**src/rtl/rx_word_unloader_pkg.sv**
```systemverilog
// Shared constants for the PC receive word path and its unloader.
// Latency: n/a (types, constants and a helper only).
// Backpressure: n/a.
package rx_word_unloader_pkg;

  localparam int WORD_W          = 32;
  localparam int FRAME_WORDS_DEF = 1024;
  // Cycles from rdreq to q being valid on the receive FIFO (non-show-ahead).
  localparam int RD_LATENCY      = 1;

  typedef logic [WORD_W-1:0] word_t;

  // Number of reads currently travelling through the FIFO read pipeline.
  function automatic logic [2:0] count_inflight(input logic [RD_LATENCY-1:0] v);
    logic [2:0] n;
    n = 3'd0;
    for (int i = 0; i < RD_LATENCY; i++) begin
      n = n + {2'b00, v[i]};
    end
    return n;
  endfunction

endpackage

```
**src/rtl/rx_skid_buffer.sv**
```systemverilog
// Two-entry push/pop word FIFO absorbing the receive FIFO read latency.
// Latency: a push is visible at the head the cycle after it is written.
// Backpressure: none internally; the caller never pushes into a full buffer without a pop.
module rx_skid_buffer
  import rx_word_unloader_pkg::*;
(
  input  logic       clk,
  input  logic       rst,
  input  logic       push,
  input  word_t      push_dat,
  input  logic       pop,
  output logic [1:0] occ,
  output word_t      head_dat
);

  word_t      mem_q [2];
  word_t      mem_d [2];
  logic       wr_ptr_q, wr_ptr_d;
  logic       rd_ptr_q, rd_ptr_d;
  logic [1:0] cnt_q, cnt_d;
  logic       do_push, do_pop;

  assign occ      = cnt_q;
  assign head_dat = mem_q[rd_ptr_q];

  // Next-state for storage, pointers and count; a push into a full buffer only lands alongside a pop.
  always_comb begin
    mem_d    = mem_q;
    wr_ptr_d = wr_ptr_q;
    rd_ptr_d = rd_ptr_q;
    do_pop   = pop && (cnt_q != 2'd0);
    do_push  = push && ((cnt_q != 2'd2) || do_pop);
    if (do_push) begin
      mem_d[wr_ptr_q] = push_dat;
      wr_ptr_d        = ~wr_ptr_q;
    end
    if (do_pop) begin
      rd_ptr_d = ~rd_ptr_q;
    end
    cnt_d = cnt_q + {1'b0, do_push} - {1'b0, do_pop};
  end

  // State registers; reset zeroes storage so the head reads 0 while empty after reset.
  always_ff @(posedge clk) begin
    if (rst) begin
      mem_q[0] <= '0;
      mem_q[1] <= '0;
      wr_ptr_q <= 1'b0;
      rd_ptr_q <= 1'b0;
      cnt_q    <= 2'd0;
    end else begin
      mem_q    <= mem_d;
      wr_ptr_q <= wr_ptr_d;
      rd_ptr_q <= rd_ptr_d;
      cnt_q    <= cnt_d;
    end
  end

endmodule

```
**src/rtl/rx_word_unloader.sv**
```systemverilog
// Pops the receive word FIFO and presents words as a valid/ready stream tagged with a frame address.
// Latency: rdreq at cycle N gives o_word_valid at N+2; 1 word/cycle sustained with ready high.
// Backpressure: stops issuing reads once skid occupancy plus in-flight reads would exceed 2.
module rx_word_unloader
  import rx_word_unloader_pkg::*;
#(
  parameter int FRAME_WORDS = FRAME_WORDS_DEF,
  parameter int ADDR_W      = 10,
  parameter int FCNT_W      = 16
) (
  input  logic              i_clock,
  input  logic              i_reset,
  input  logic              i_fifo_empty,
  input  logic [WORD_W-1:0] i_fifo_word,
  output logic              o_fifo_rdreq,
  input  logic              i_frame_restart,
  output logic              o_word_valid,
  output logic [WORD_W-1:0] o_word_data,
  output logic [ADDR_W-1:0] o_word_addr,
  input  logic              i_word_ready,
  output logic              o_frame_done,
  output logic [FCNT_W-1:0] o_frame_count,
  output logic              o_busy
);

  localparam logic [ADDR_W-1:0] LAST_ADDR = ADDR_W'(FRAME_WORDS - 1);

  logic [RD_LATENCY-1:0] inflight_q, inflight_d;
  logic [ADDR_W-1:0]     addr_q, addr_d;
  logic                  frame_done_q, frame_done_d;
  logic [FCNT_W-1:0]     frame_count_q, frame_count_d;
  logic [1:0]            occ;
  logic                  xfer;
  logic [2:0]            pending;

  rx_skid_buffer u_skid (
    .clk      (i_clock),
    .rst      (i_reset),
    .push     (inflight_q[RD_LATENCY-1]),
    .push_dat (i_fifo_word),
    .pop      (xfer),
    .occ      (occ),
    .head_dat (o_word_data)
  );

  assign o_word_valid  = (occ != 2'd0);
  assign xfer          = o_word_valid && i_word_ready;
  assign o_word_addr   = addr_q;
  assign o_frame_done  = frame_done_q;
  assign o_frame_count = frame_count_q;
  assign o_busy        = (|inflight_q) || (occ != 2'd0);

  // Read only when the word will find room: a word leaving this cycle frees its slot.
  always_comb begin
    pending      = {1'b0, occ} - {2'b00, xfer} + count_inflight(inflight_q);
    o_fifo_rdreq = !i_fifo_empty && !i_reset && (pending < 3'd2);
    inflight_d    = '0;
    inflight_d[0] = o_fifo_rdreq;
    for (int i = 1; i < RD_LATENCY; i++) begin
      inflight_d[i] = inflight_q[i-1];
    end
  end

  // Address advances per transfer; restart beats increment and wrap, but a wrap still counts a frame.
  always_comb begin
    addr_d        = addr_q;
    frame_done_d  = 1'b0;
    frame_count_d = frame_count_q;
    if (xfer) begin
      if (addr_q == LAST_ADDR) begin
        addr_d        = '0;
        frame_done_d  = 1'b1;
        frame_count_d = frame_count_q + 1'b1;
      end else begin
        addr_d = addr_q + 1'b1;
      end
    end
    if (i_frame_restart) begin
      addr_d = '0;
    end
  end

  // State registers; reset drops any read still in flight.
  always_ff @(posedge i_clock) begin
    if (i_reset) begin
      inflight_q    <= '0;
      addr_q        <= '0;
      frame_done_q  <= 1'b0;
      frame_count_q <= '0;
    end else begin
      inflight_q    <= inflight_d;
      addr_q        <= addr_d;
      frame_done_q  <= frame_done_d;
      frame_count_q <= frame_count_d;
    end
  end

endmodule

```
**config.mk**
```make
export PLATFORM = sky130hd
export DESIGN_NAME = rx_word_unloader
export DESIGN_NICKNAME = d
export VERILOG_FILES = /design/src/rtl/rx_word_unloader_pkg.sv /design/src/rtl/rx_skid_buffer.sv /design/src/rtl/rx_word_unloader.sv
export SDC_FILE = /design/constraint.sdc
export NUM_CORES = 1
export LEC_CHECK = 0
export ABC_CLOCK_PERIOD_IN_PS = 3600
export BUFFER_PORTS_ARGS = -buffer_cell sky130_fd_sc_hd__buf_2
export CAP_MARGIN = 20
export CORE_UTILIZATION = 55
export CTS_CLUSTER_DIAMETER = 100
export DETAILED_ROUTE_END_ITERATION = 10
export PLACE_DENSITY = 0.87
export SLEW_MARGIN = 20
export SYNTH_ARGS = -nofsm -noshare
export SYNTH_HDL_FRONTEND = slang
export SYNTH_HIERARCHICAL = 1
export SYNTH_SLANG_ARGS = --single-unit
```
**constraint.sdc**
```tcl
create_clock -name i_clock -period 3.6 [get_ports i_clock]
set_input_delay 0.72 -clock i_clock [delete_from_list [all_inputs] [get_ports i_clock]]
set_output_delay 0.72 -clock i_clock [all_outputs]
set_load 0.1 [all_outputs]
```
==> results.cfg <==
[cts]
clock_path_buffers = 2
cts_root_buf = clkbuf_8
clock-sinks = 96
tritoncts = done
clkTransAtPathRegs_ps = 100
htreeDepth = 3
cts_setup_buffers = 0
cts_hold_buf = 0
cts.repair.resized = 0
clkLatencyLatePin_ps = 360
cts_made_buffers = 9

[detailed_routing]
vias_per_cell = 5.512
drt_wl_total_um = 9971
antenna_left = 0
drtIter0Drc = 218
first_pass_iters = 8
drc_errors = 0
wl_per_cell_um = 14.43
vias = 3809

[synthesis]
synth_top_flop_cell = dfxtp_1
synth_top_area_frac = 0.4167
synthesis.instances = 502
syn-cell-area_mm2 = 0.004612
synth_edf_count = 0
synth_top_area_cell = dfxtp_1
ys_ff_latch = 96
ys_seq_area_frac = 0.4167
syn_avg_cell_area_um2 = 9.187
synth_nets = 544
async_flop_share = 0
synth_warnings = 6
synth_cell_type_count = 41
yosys-top-cells-area = dfxtp_1 (42%), nand2b_1 (9.0%), mux2_1 (7.8%), mux2i_1 (7.2%), nor2b_1 (4.9%)

[sta]
setup_slack_ps = 395.2
hold_viol = 0
fin_crit_sh = 0.8902
finalSetupViolations = 0
tns_ps = 0
period_minus_slack_ps = 3205
worst_pin_slew_ps = 869.4
rsz0062_at_grt = no
fmax_mhz = 312.0
clock_skew_ps = 15.70
relSlewSlack = 0.4204
finalMaxSlewViolations = 0

[layout]
finalNetCount = 623
most-common-layout-cells = buf_2 (96), dfxtp_1 (95), nand2b_1 (66)
antenna_cells = 0
layout_commonest_cell = buf_2
drive_above_1_share = 0.2235
synthToLayoutAreaGrowth_pct = 16.09
nFillCells = 680
fin_util = 0.6549
fin_area_mm2 = 0.005354

[placed_design]
gp_congestion = 0.7679
io_buffers = 98
hpwl_um = 6734
dp_slack_ps = 555.9
dpl-instance-area_mm2 = 0.005166

[global_routing]
antenna_found_initial = 0
grt_start_max_net_pins = 75
grt_pass1_wl_um = 16400
grt_pass1_vias = 3691
grtUsageTotal = 0.2357
global_route.overflow_total = 0

[setup_path]
startpoint = u_skid/occ[0]
worst_setup_path_endpoint = o_fifo_rdreq
timing.rr.start = u_skid/occ[0]
r2r_slack_ps = 950
critical_path_required_ps = 2880
cp-start-kind = flop
path_max_fanout = 9
r2r-end = u_skid/occ[1]
criticalPathCategory = reg -> out
worstRegToRegCells = 11
end_kind = output pin
cp.arrival_ps = 2480

[pwr]
p_leak_nw = 2.314
power.density_mw_per_mm2 = 624.9
power_mw = 3.346
ir_drop_uv = 413.8

[die]
die_w_um = 93.57
start_util = 0.5641
fp.dieH_um = 93.57
core_region_area_mm2 = 0.008175
pin_count = 99
dieArea_mm2 = 0.008755
rows = 33

[outcome]
status = finished clean

[min_path]
hold_path.class = reg -> reg

[run]
maxCapViolations = 0
## cell usage after synthesis (2+ instances only)
cell      number
dfxtp_1       96
nand3_1       10
nand2_1       13
ha_1           4
nor4_1         4
or3_1          6
a21boi_0       2
mux2_2         2
nor2b_1       36
o31ai_1        8
and2_1         2
buf_6          4
mux2i_1       33
nor2_1        16
nand2b_1      66
mux2_1        32
inv_1          7
nor4b_1        2
clkbuf_1      25
buf_2          4
or4_1          8
nand4_1        5
o21ai_0       38
a21oi_1       13
xor2_1         5
xnor2_1        7
buf_1          2
nor3_1         8
o21ai_1       32
## state kept, by name, indices dropped and copies added, names as in the netlist
register         count
o_frame_count       16
u_skid/wr_ptr_q      1
o_word_addr         10
u_skid/occ           2
inflight_q           1
u_skid/mem_q        64
o_frame_done         1
u_skid/rd_ptr_q      1
## metrics by stage
stage	std cells	hold WS (ps)
floorplan	502	446.3
global placement	675	455.7
detailed placement	675	469.8
CTS	691	485.6
global route	691	500.3
finish	691	479.2
## critical path, cell delays in order (launching register included)
cell	delay, ps
dfxtp_1	530
o21ai_0	250
nor2_4	160
o21ai_1	100
fa_2	350
xor2_1	180
nor4b_4	350
buf_12	210
## worst min-delay path by stage
stage                        to  depth (start not counted)        startpoint
2_1_floorplan  u_skid/mem_q[18]                          2  u_skid/mem_q[18]
3_3_place_gp   u_skid/mem_q[27]                          2  u_skid/mem_q[27]
3_5_place_dp    u_skid/mem_q[3]                          2   u_skid/mem_q[3]
4_1_cts        u_skid/mem_q[24]                          2  u_skid/mem_q[24]
5_1_grt         u_skid/mem_q[3]                          2   u_skid/mem_q[3]
6_report       u_skid/mem_q[29]                          2  u_skid/mem_q[29]
## final cells by class
| type | instances | area, µm² | area share |
|---|---|---|---|
| Clock buffer | 9 | 123.9 | 0.02314 |
| Clock inverter | 7 | 63.81 | 0.01192 |
| Inverter | 7 | 26.28 | 0.004908 |
| Multi-Input combinational cell | 363 | 2520 | 0.4707 |
| Sequential cell | 96 | 1923 | 0.3592 |
| Tap cell | 105 | 131.4 | 0.02454 |
| Timing Repair Buffer | 104 | 565.5 | 0.1056 |
## logic make-up after synthesis
family	share of synthesized area
AOI/OAI and AO/OA	0.1099
xor gates and xnor gates	0.02279
adders and majority gates	0.01519
buffers and inverters	0.04341
DFF	0.4167
muxes	0.1546
and+or+nand+nor	0.2374
## per-layer routing
metal  track usage  up-vias  wire length [µm]  part of all wire
met5             0        -                 0                 0
met4       0.09872        0               150             0.015
met3       0.05122       15               526             0.053
met2        0.4056      106              4930              0.49
met1        0.2830     1792              4364              0.44
li1              -     1896                 -                 -
## report_power, final
group / total, mW / internal [mW] / leakage, nW / switching (mW)
Sequential: 1.27 / 1.18 / 0.777 / 0.0939
Clock: 0.665 / 0.266 / 0.0899 / 0.400
Combinational: 1.41 / 0.337 / 1.45 / 1.07
Note: power is estimated with default switching activity, not from simulation.
